### src/rtl/seq_mult_shift_add.sv
// seq_mult_shift_add
// Shift-and-add control/datapath stage of a sequential unsigned multiplier.
// It strobes the upstream operand registers when a multiply is requested,
// captures their outputs one cycle later, then runs WIDTH add/shift
// iterations and publishes the 2*WIDTH-bit product with a one-cycle done pulse.
//
// Ports:
//   clk      system clock, rising edge active
//   rst_n    asynchronous active-low reset
//   start    multiply request, honoured only while idle
//   mcand    multiplicand from the upstream operand register
//   mplier   multiplier from the upstream operand register
//   ld_op    load strobe for both upstream operand registers
//   busy     high whenever the engine is not idle
//   done     one-cycle pulse, product is valid
//   product  registered result, held until the next completion
module seq_mult_shift_add #(
  parameter int WIDTH = 4,
  parameter int CW    = 3
) (
  input  logic               clk,
  input  logic               rst_n,
  input  logic               start,
  input  logic [WIDTH-1:0]   mcand,
  input  logic [WIDTH-1:0]   mplier,
  output logic               ld_op,
  output logic               busy,
  output logic               done,
  output logic [2*WIDTH-1:0] product
);

  typedef enum logic [1:0] {IDLE, LOAD, CALC, DONE} state_t;

  state_t state, state_next;

  logic [WIDTH-1:0] a;
  logic [WIDTH-1:0] q;
  logic [WIDTH-1:0] m;
  logic             c;
  logic [CW-1:0]    count;

  logic [WIDTH:0]   sum;
  logic [WIDTH-1:0] a_shift;
  logic [WIDTH-1:0] q_shift;

  // One add/shift step. The adder is WIDTH+1 bits wide so the carry out of
  // A+M survives and becomes the MSB of A after the right shift. Zero is
  // shifted into C, so the step result is already the final value and the
  // product can be captured on the last iteration with no extra cycle.
  always_comb begin
    sum     = {c, a} + (q[0] ? {1'b0, m} : {(WIDTH+1){1'b0}});
    a_shift = sum[WIDTH:1];
    q_shift = {sum[0], q[WIDTH-1:1]};
  end

  // Next-state and control outputs. ld_op follows start combinationally
  // while idle so the operand registers load on the same edge that accepts
  // the request; it is gated with rst_n so nothing loads during reset.
  always_comb begin
    state_next = state;
    ld_op      = 1'b0;
    done       = 1'b0;
    busy       = (state != IDLE);
    case (state)
      IDLE: begin
        ld_op = start & rst_n;
        if (start) state_next = LOAD;
      end
      LOAD: state_next = CALC;
      CALC: if (count == CW'(1)) state_next = DONE;
      DONE: begin
        done       = 1'b1;
        state_next = IDLE;
      end
      default: state_next = IDLE;
    endcase
  end

  // State register.
  always_ff @(posedge clk or negedge rst_n) begin
    if (!rst_n) state <= IDLE;
    else        state <= state_next;
  end

  // Datapath registers. Operands are only sampled in LOAD, one cycle after
  // the upstream registers were strobed, so they are stable by then.
  // A reset clears the product too, so an aborted operation leaves no result.
  always_ff @(posedge clk or negedge rst_n) begin
    if (!rst_n) begin
      a       <= '0;
      q       <= '0;
      m       <= '0;
      c       <= 1'b0;
      count   <= '0;
      product <= '0;
    end else begin
      case (state)
        LOAD: begin
          m     <= mcand;
          q     <= mplier;
          a     <= '0;
          c     <= 1'b0;
          count <= CW'(WIDTH);
        end
        CALC: begin
          a     <= a_shift;
          q     <= q_shift;
          c     <= 1'b0;
          count <= count - CW'(1);
          if (count == CW'(1)) product <= {a_shift, q_shift};
        end
        default: ;
      endcase
    end
  end

endmodule

### config.mk
export PLATFORM = sky130hd
export DESIGN_NAME = seq_mult_shift_add
export DESIGN_NICKNAME = d
export VERILOG_FILES = /design/src/rtl/seq_mult_shift_add.sv
export SDC_FILE = /design/constraint.sdc
export NUM_CORES = 1
export LEC_CHECK = 0
export ABC_CLOCK_PERIOD_IN_PS = 4250
export BUFFER_PORTS_ARGS = -buffer_cell sky130_fd_sc_hd__buf_4
export CAP_MARGIN = 30
export CORE_MARGIN = 3
export CORE_UTILIZATION = 58
export DETAILED_ROUTE_END_ITERATION = 10
export HOLD_SLACK_MARGIN = 0.15
export PLACE_DENSITY_LB_ADDON = 0.2
export SETUP_SLACK_MARGIN = 0.5
export SLEW_MARGIN = 10
export SYNTH_ARGS = -nofsm -noshare
export SYNTH_HDL_FRONTEND = slang
export SYNTH_SLANG_ARGS = --single-unit
### constraint.sdc
create_clock -name clk -period 4.25 [get_ports clk]
set_input_delay 0.425 -clock clk [delete_from_list [all_inputs] [get_ports clk]]
set_output_delay 0.425 -clock clk [all_outputs]
set_load 0.005 [all_outputs]
**Yosys cells after proc, flatten, opt, wreduce, memory -nomap -nowiden**

Cells that the tools add are included.

- Bits in registers: 25
- Output and inout port bits: 11
- Logic and storage cells: 29

- Add/sub/neg operators: 2
- Equal/unequal tests: 6
- Multiplexer cells: 9
- Bitwise logic cells: 1
- Reduce and logical (&&, ||, !) cells: 5

Operator list:

| kind | count |
|---|---|
| $pmux W4 S2 | 2 |
| $pmux W2 S4 | 1 |
| $pmux W3 S2 | 1 |
| $add A4 B4 Y5 | 1 |
| $eq A2 B2 Y1 const B | 2 |
| $mux W2 | 2 |
| $mux W4 | 1 |
| $ne A2 B2 Y1 const B | 2 |
| $reduce_and A2 Y1 | 2 |
| $reduce_bool A2 Y1 | 2 |
| $eq A3 B1 Y1 const B | 1 |
| $sub A3 B1 Y3 const B | 1 |
| $eq A2 B1 Y1 const B | 1 |
| $logic_not A2 Y1 | 1 |
| $mux W1 | 2 |
| $and A1 B1 Y1 | 1 |

**Depth between registers and ports, before layout**

Gate-level depths: netlist (run 1).

- Depth in word-level cells: 3
- Depth in mapped cells: 8

**Worst setup path before layout (run 1)**

Ideal clock, no wire load.

- Path kind: register to register
- Start: register q[0]
- End: register a[3]
- Arrival time: 1.399 ns
- Path slack: 2.717 ns
- Cell stages (with the launch flop): 9
- Buffers on the path: 0
- Cells stage by stage: dfrtp_1 > and2_1 > ha_1 > inv_1 > fa_1 > inv_1 > a21o_1 > a21oi_1 > o22ai_1

- Longest elaborated chain between the ends: 3

Ends and longest elaborated chain:

| what | line | source |
|---|---|---|
| from (decl) | 37 | `logic [WIDTH-1:0] q;` |
| from (signal assigned) | 100 | `q <= mplier;` |
| from (signal assigned) | 107 | `q <= q_shift;` |
| $mux W4 | 51 | `sum = {c, a} + (q[0] ? {1'b0, m} : {(WIDTH+1){1'b0}});` |
| $add A4 B4 Y5 | 51 |  |
| $pmux W4 S2 | 97 | `case (state)` |
| to (signal assigned) | 106 | `a <= a_shift;` |
| to (decl) | 36 | `logic [WIDTH-1:0] a;` |

No other way between the ends.
A chain may end at the register's enable or synchronous reset.

**Worst setup path after layout (run 1)**

- Start: input rst_n
- End: output ld_op

- Longest elaborated chain between the ends: 2

Ends and longest elaborated chain:

| what | line | source |
|---|---|---|
| from (decl) | 22 | `input logic rst_n,` |
| $and A1 B1 Y1 | 66 | `ld_op = start & rst_n;` |
| $mux W1 | 64 | `case (state)` |
| to (decl) | 26 | `output logic ld_op,` |

No other way between the ends.

==> flow_summary.yaml, run 1 <==
global_route:
  grt_overflow_total: 0
  grt_pass1_vias: 856
  grt_max_degree: 27
  grt_pass1_wl_mm: 3.66
  grt.total_usage: 0.183
  antenna_found_initial: 0
timing:
  tightest_slew_ns: 0.582
  finalSetupTns_ns: 0
  slew_headroom: 0.612
  rsz0062_at_grt: "false"
  timing.fmax_mhz: 498
  period_needed_ns: 2.01
  finalClockSkew_ns: 0.0131
  fin_crit_sh: 0.472
  slew_viol_final: 0
  setup_viol: 0
  holdWs_ns: 0.339
  hold_viol_final: 0
min_path:
  hold_depth: 2
  hp-class: "input pin to register"
  worstHoldStart: "mcand[3]"
clocking:
  cts_tree: "built"
  cts_max_path_buffers: 2
  clock_latency_ns: 0.32
  htree_levels: 1
  cts_setup_buffers: 0
  clock_sinks: 25
  path_clk_slew_ns: 0.12
  cts_inserted_buffers: 3
  clockRootBuffer: "clkbuf_4"
placed_design:
  place.gp.congestion: 0.765
  placed_cell_area_mm2: 0.00142
  io_buffers: 21
  dp_hpwl_mm: 1.57
  dp_cells: 154
die:
  dieArea_mm2: 0.00275
  die_w_um: 52.4
  ioPinCount: 22
  fp.dieH_um: 52.4
  rows: 16
  start_util: 0.625
  core_mm2: 0.00200
status:
  status: "finished clean"
critical_path:
  cp-start-kind: "input pin"
  path_depth: 4
  cpPeakStageDelay_ns: 0.53
  crit_top_cell: "buf_4"
  critPathLaunch: "rst_n"
  crit_slowest_cell: "dlygate4sd3_1"
  crit_chain: "dlygate4sd3_1 > buf_4 > and3_1 > buf_4"
  path_delay_family: "buffers and inverters"
  endpoint: "ld_op"
  cp_max_fo: 26
  worst-path-buf-inv: 3
  rr_endpoint: "count[0]"
  r2r_setup_slack_ns: 2.56
  cp_data_required_time_ns: 3.83
  arrival_ns: 1.58
  r2r-start: "state[0]"
  rr_worst_depth: 4
  crit_path_end_kind: "output port"
  crit_type: "input pin to output port"
power:
  peakVddDrop_mv: 0.401
  power_leakage_nw: 0.755
  power_density_mw_per_mm2: 666
drt:
  wirelength_mm: 2.09
  drt_iter0_drc: 9
  drc: 0
  wl_per_cell_um: 13.1
  vias: 823
  firstDrtPassIters: 4
  antenna_left: 0
  vias_per_cell: 5.18
final_layout:
  stdcell_count: 159
  fin_area_mm2: 0.00145
  layout-area-overhead-vs-synth_pct: 16.0
  insertedDiodeCount: 0
  layout-drive-gt1-share: 0.250
  mostFrequentLayoutCells: "dfrtp_1 (25), buf_4 (21), inv_1 (12)"
  nets: 155
  final_common_cell: "dfrtp_1"
synth:
  avgSynthCellArea_um2: 11.4
  ys_ff_latch: 25
  syn_area_mm2: 0.00125
  synth_nets: 132
  synth_edf_count: 0
  synth-main-ff-cell: "dfrtp_1"
  ys_async_sr_fraction: 1.00
  syn_inst: 110
  synth-warning-count: 0
  synth_cell_types: 27
  ys_seq_area_frac: 0.500
run:
  maxCapViolCount: 0
==> sequential cells by signal, summed over array words and instances (netlist names) <==
| signal | cells |
|---|---|
| a | 4 |
| m | 4 |
| count | 3 |
| state | 2 |
| product | 8 |
| q | 4 |
==> stage by stage <==
stage,total power [W],util,worst slack (ns)
6_report,0.000967,0.725,2.24
5_1_grt,0.00106,0.725,2.17
4_1_cts,0.000976,0.725,2.22
3_5_place_dp,0.000870,0.707,2.57
3_3_place_gp,0.000849,0.707,2.61
2_1_floorplan,0.000731,-,2.72
==> cell usage after synthesis, types with 2 or more instances <==
cell type  instances  share of area
o21ai_0            7          0.028
ha_1              10           0.10
inv_1             12          0.036
mux2i_1            5          0.040
mux2_4             2          0.024
and2_1             3          0.015
nor2_1             5          0.015
a21oi_1            7          0.028
a21o_1             2          0.012
dfrtp_1           25           0.50
nand3b_1           2          0.012
mux2_2             6          0.054
o22ai_1            3          0.015
nand2_1            7          0.021
xor2_1             2          0.014
==> metal layers <==
layer  wire length [um]  GRT usage  share of wire  up-vias
met1                973      0.226           0.47      386
met3                109     0.0285          0.052        4
met5                  0          0              0        -
met4                 43     0.0936          0.021        0
li1                   -          -              -      414
met2                961      0.308           0.46       19
==> kinds of logic (layout without fill, tap and decap cells) <==
| group | after synthesis | after routing | share of synthesized area |
|---|---|---|---|
| flip-flops | 25 | 25 | 0.500 |
| AO/OA/AOI/OAI | 22 | 22 | 0.101 |
| AND/OR/NAND/NOR | 21 | 21 | 0.0930 |
| buffers and inverters | 16 | 38 | 0.0580 |
| multiplexers | 13 | 13 | 0.118 |
| adder cells (fa/ha/maj) | 11 | 11 | 0.116 |
| XOR/XNOR | 2 | 2 | 0.0140 |
==> final cells by class <==
class / instances / area [um2]
Sequential cell: 25 / 626
Multi-Input combinational cell: 69 / 553
Fill cell: 151 / 551
Timing Repair Buffer: 22 / 168
Inverter: 12 / 45.0
Tap cell: 27 / 33.8
Clock buffer: 4 / 26.3
==> power by group <==
part | switching (W) | total, W | leakage, nW | internal [W]
Sequential | 0.0000577 | 0.000389 | 0.315 | 0.000331
Combinational | 0.000242 | 0.000473 | 0.425 | 0.000231
Clock | 0.0000682 | 0.000105 | 0.0150 | 0.0000367
Total | 0.000367 | 0.000967 | 0.755 | 0.000599
==> worst min-delay path by stage <==
stage          slack [ns]    endpoint
6_report             0.34        m[3]
5_1_grt              0.32        m[2]
4_1_cts              0.33        m[3]
3_5_place_dp         0.35  product[1]
3_3_place_gp         0.34  product[1]
2_1_floorplan        0.13        a[0]
==> timing repair <==
action                    4_1_cts  5_1_grt
gates resized for setup         0        0
hold buffers                    1        0
hold endpoints to repair       25        0
No activity file was read; power rests on OpenSTA's default activity.
==> run 2, diff against run 1 <==
--- a/config.mk
+++ b/config.mk
@@ -5,11 +5,12 @@
 export SDC_FILE = /design/constraint.sdc
 export NUM_CORES = 1
 export LEC_CHECK = 0
-export ABC_CLOCK_PERIOD_IN_PS = 4250
+export ABC_AREA = 1
+export ABC_CLOCK_PERIOD_IN_PS = 2050
 export BUFFER_PORTS_ARGS = -buffer_cell sky130_fd_sc_hd__buf_4
 export CAP_MARGIN = 30
 export CORE_MARGIN = 3
-export CORE_UTILIZATION = 58
+export CORE_UTILIZATION = 54
 export DETAILED_ROUTE_END_ITERATION = 10
 export HOLD_SLACK_MARGIN = 0.15
 export PLACE_DENSITY_LB_ADDON = 0.2
==> constraint.sdc (replaced) <==
create_clock -name clk -period 2.05 [get_ports clk]
set_input_delay 0.205 -clock clk [delete_from_list [all_inputs] [get_ports clk]]
set_output_delay 0.205 -clock clk [all_outputs]
set_load 0.005 [all_outputs]
==> flow_summary.yaml, run 2 <==
global_route:
  grt_overflow_total: 0
  grt.met3_usage: 0.0332
  grt_pass1_vias: 1026
  antenna_found_initial: 0
  grtUsageMet1: 0.255
  grt_pass1_wl_mm: 4.42
  met2_usage: 0.394
  grt_max_degree: 26
  grt.total_usage: 0.216
  grt_busiest_layer: "met2"
drt:
  drc: 0
  vias_per_cell: 5.07
  wirelength_mm: 2.82
  vias: 1025
  firstDrtPassIters: 4
  drt_iter0_drc: 17
  antenna_left: 0
  wl_per_cell_um: 14.0
power:
  p_switching_w: 0.000981
  p_comb_frac: 0.539
  pwr-share-clk: 0.100
  seq_power_share: 0.361
  power_leakage_nw: 0.857
  peakVddDrop_mv: 0.937
  internal_power_w: 0.00137
  power_density_mw_per_mm2: 1420
  switching_share: 0.417
die:
  ioPinCount: 22
  dieArea_mm2: 0.00287
  rows: 16
  die_w_um: 53.6
  start_util: 0.593
  fp.dieH_um: 53.6
  core_mm2: 0.00206
critical_path:
  worst-path-buf-inv: 3
  cpPeakStageDelay_ns: 0.42
  cp_max_fo: 2
  crit_path_end_kind: "output port"
  crit_slowest_cell: "dfrtp_1"
  arrival_ns: 1.33
  crit_type: "register to output port"
  cp-start-kind: "register"
  cp_data_required_time_ns: 1.85
  crit_chain: "buf_4 > buf_4 > ha_1 > buf_4"
  path_delay_family: "flip-flops"
  crit_top_cell: "buf_4"
synth:
  ys_seq_area_frac: 0.511
  synth_nets: 157
  synth-warning-count: 0
  synth-main-ff-cell: "dfrtp_1"
  synth_edf_count: 0
  yosys-top-cells-area: "dfrtp_1 (51%), nand2_1 (13%), ha_1 (10%)"
  ys_ff_latch: 25
  synth.most_common_cell: "nand2_1"
  avgSynthCellArea_um2: 9.06
  yosysTopAreaCell: "dfrtp_1"
  syn_area_mm2: 0.00122
  synth_cell_types: 19
  yosys-top-cells-count: "nand2_1 (44), dfrtp_1 (25), inv_1 (19)"
  syn_inst: 135
  ys_async_sr_fraction: 1.00
  synth_top_area_frac: 0.511
placed_design:
  dp_hpwl_mm: 1.85
  placed_cell_area_mm2: 0.00141
  place.gp.congestion: 0.769
  io_buffers: 21
  post-place-ws_ns: 0.428
timing:
  finalSetupTns_ns: 0
  rsz0062_at_grt: "true"
  timing.fmax_mhz: 653
  slew_headroom: 0.813
  tightest_slew_ns: 0.278
  finalClockSkew_ns: 0.00400
  worst_slack_ns: 0.520
  period_needed_ns: 1.53
  fin_crit_sh: 0.746
  slew_viol_final: 0
  hold_viol_final: 0
  setup_viol: 0
final_layout:
  insertedDiodeCount: 0
  layout-area-overhead-vs-synth_pct: 35.7
  fin_area_mm2: 0.00166
  layout-drive-gt1-share: 0.286
  regMostFlops: "product"
  largest_register_ffs: 8
  fill_cells: 116
  mostFrequentLayoutCells: "nand2_1 (43), buf_4 (27), dfrtp_1 (25)"
  multiInputGateArea_um2: 583
  regArea_um2: 626
  post-route-util: 0.805
  final_common_cell: "nand2_1"
  nets: 198
clocking:
  path_clk_slew_ns: 0.14
  clock_sinks: 25
  htree_levels: 1
  cts_max_path_buffers: 2
  clockRootBuffer: "clkbuf_4"
  cts_tree: "built"
  cts_inserted_buffers: 3
  clock_latency_ns: 0.33
status:
  status: "finished clean"
min_path:
  hp-class: "input pin to register"
run:
  maxCapViolCount: 0
[run 2: layout make-up]
| cell class | count | share of cell area |
|---|---|---|
| clock buffer | 3 | 0.0136 |
| clock inverter | 1 | 0.00452 |
| inverter | 20 | 0.0452 |
| multi-input combinational | 89 | 0.351 |
| sequential | 25 | 0.377 |
| tap | 27 | 0.0203 |
| timing repair buffer | 37 | 0.188 |
[run 2: cell families (layout without fill, tap and decap cells)]
group	Yosys count	count (layout)	synth area share
flip-flops	25	25	0.511
adder cells (fa/ha/maj)	11	11	0.119
AND/OR/NAND/NOR	55	55	0.179
AO/OA/AOI/OAI	18	18	0.0818
XOR/XNOR	1	1	0.00716
multiplexers	4	4	0.0368
buffers and inverters	21	61	0.0654
[run 2: worst paths after layout]
kind	startpoint	to	slack, ns	cells after the start
min in group asynchronous	rst_n	a[2]	0.35	3
min reg2reg	product[7]	product[7]	0.51	2
max in group asynchronous	rst_n	product[1]	1.55	3
max reg2reg	q[0]	a[1]	0.54	7
min	start	state[1]	0.24	4
max	state[0]	done	0.52	4
[run 2: worst reg2reg max path, delay by kind of cell (launching register included)]
| family | cells | cell delay, ns |
|---|---|---|
| adder cells (fa/ha/maj) | 2 | 0.55 |
| XOR/XNOR | 1 | 0.22 |
| buffers and inverters | 2 | 0.09 |
| AO/OA/AOI/OAI | 1 | 0.09 |
| flip-flops | 1 | 0.39 |
| AND/OR/NAND/NOR | 1 | 0.06 |
[run 2: through the flow]
| step | hold WS [ns] | std cells | power [W] |
|---|---|---|---|
| final | 0.241 | 202 | 0.00236 |
| after global routing | 0.295 | 202 | 0.00257 |
| after CTS | 0.248 | 197 | 0.00217 |
| after detailed placement | 0.129 | 182 | 0.00189 |
| after global placement | 0.125 | 182 | 0.00183 |
| after floorplan | -0.0906 | 135 | 0.00151 |
[run 2: repair_timing]
item / CTS / global route
hold endpoints to repair: 33 / 0
resized for setup: 3 / 15
pin swaps: 0 / 3
setup endpoints to repair: 8 / 14
setup buffers: 1 / 5
hold buffers: 10 / 0
[run 2: metal layers]
metal,share of wire,up-vias
li1,-,517
met1,0.43,489
met2,0.54,15
met3,0.019,4
met4,0.010,0
met5,0,-
[run 2: power groups by stage]
stage          logic, W  registers (W)  clock network [W]
6_report        0.00127       0.000850           0.000235
3_5_place_dp    0.00103       0.000858                  0
2_1_floorplan  0.000676       0.000830                  0
3_3_place_gp   0.000988       0.000847                  0
4_1_cts         0.00110       0.000840           0.000232
5_1_grt         0.00144       0.000873           0.000259
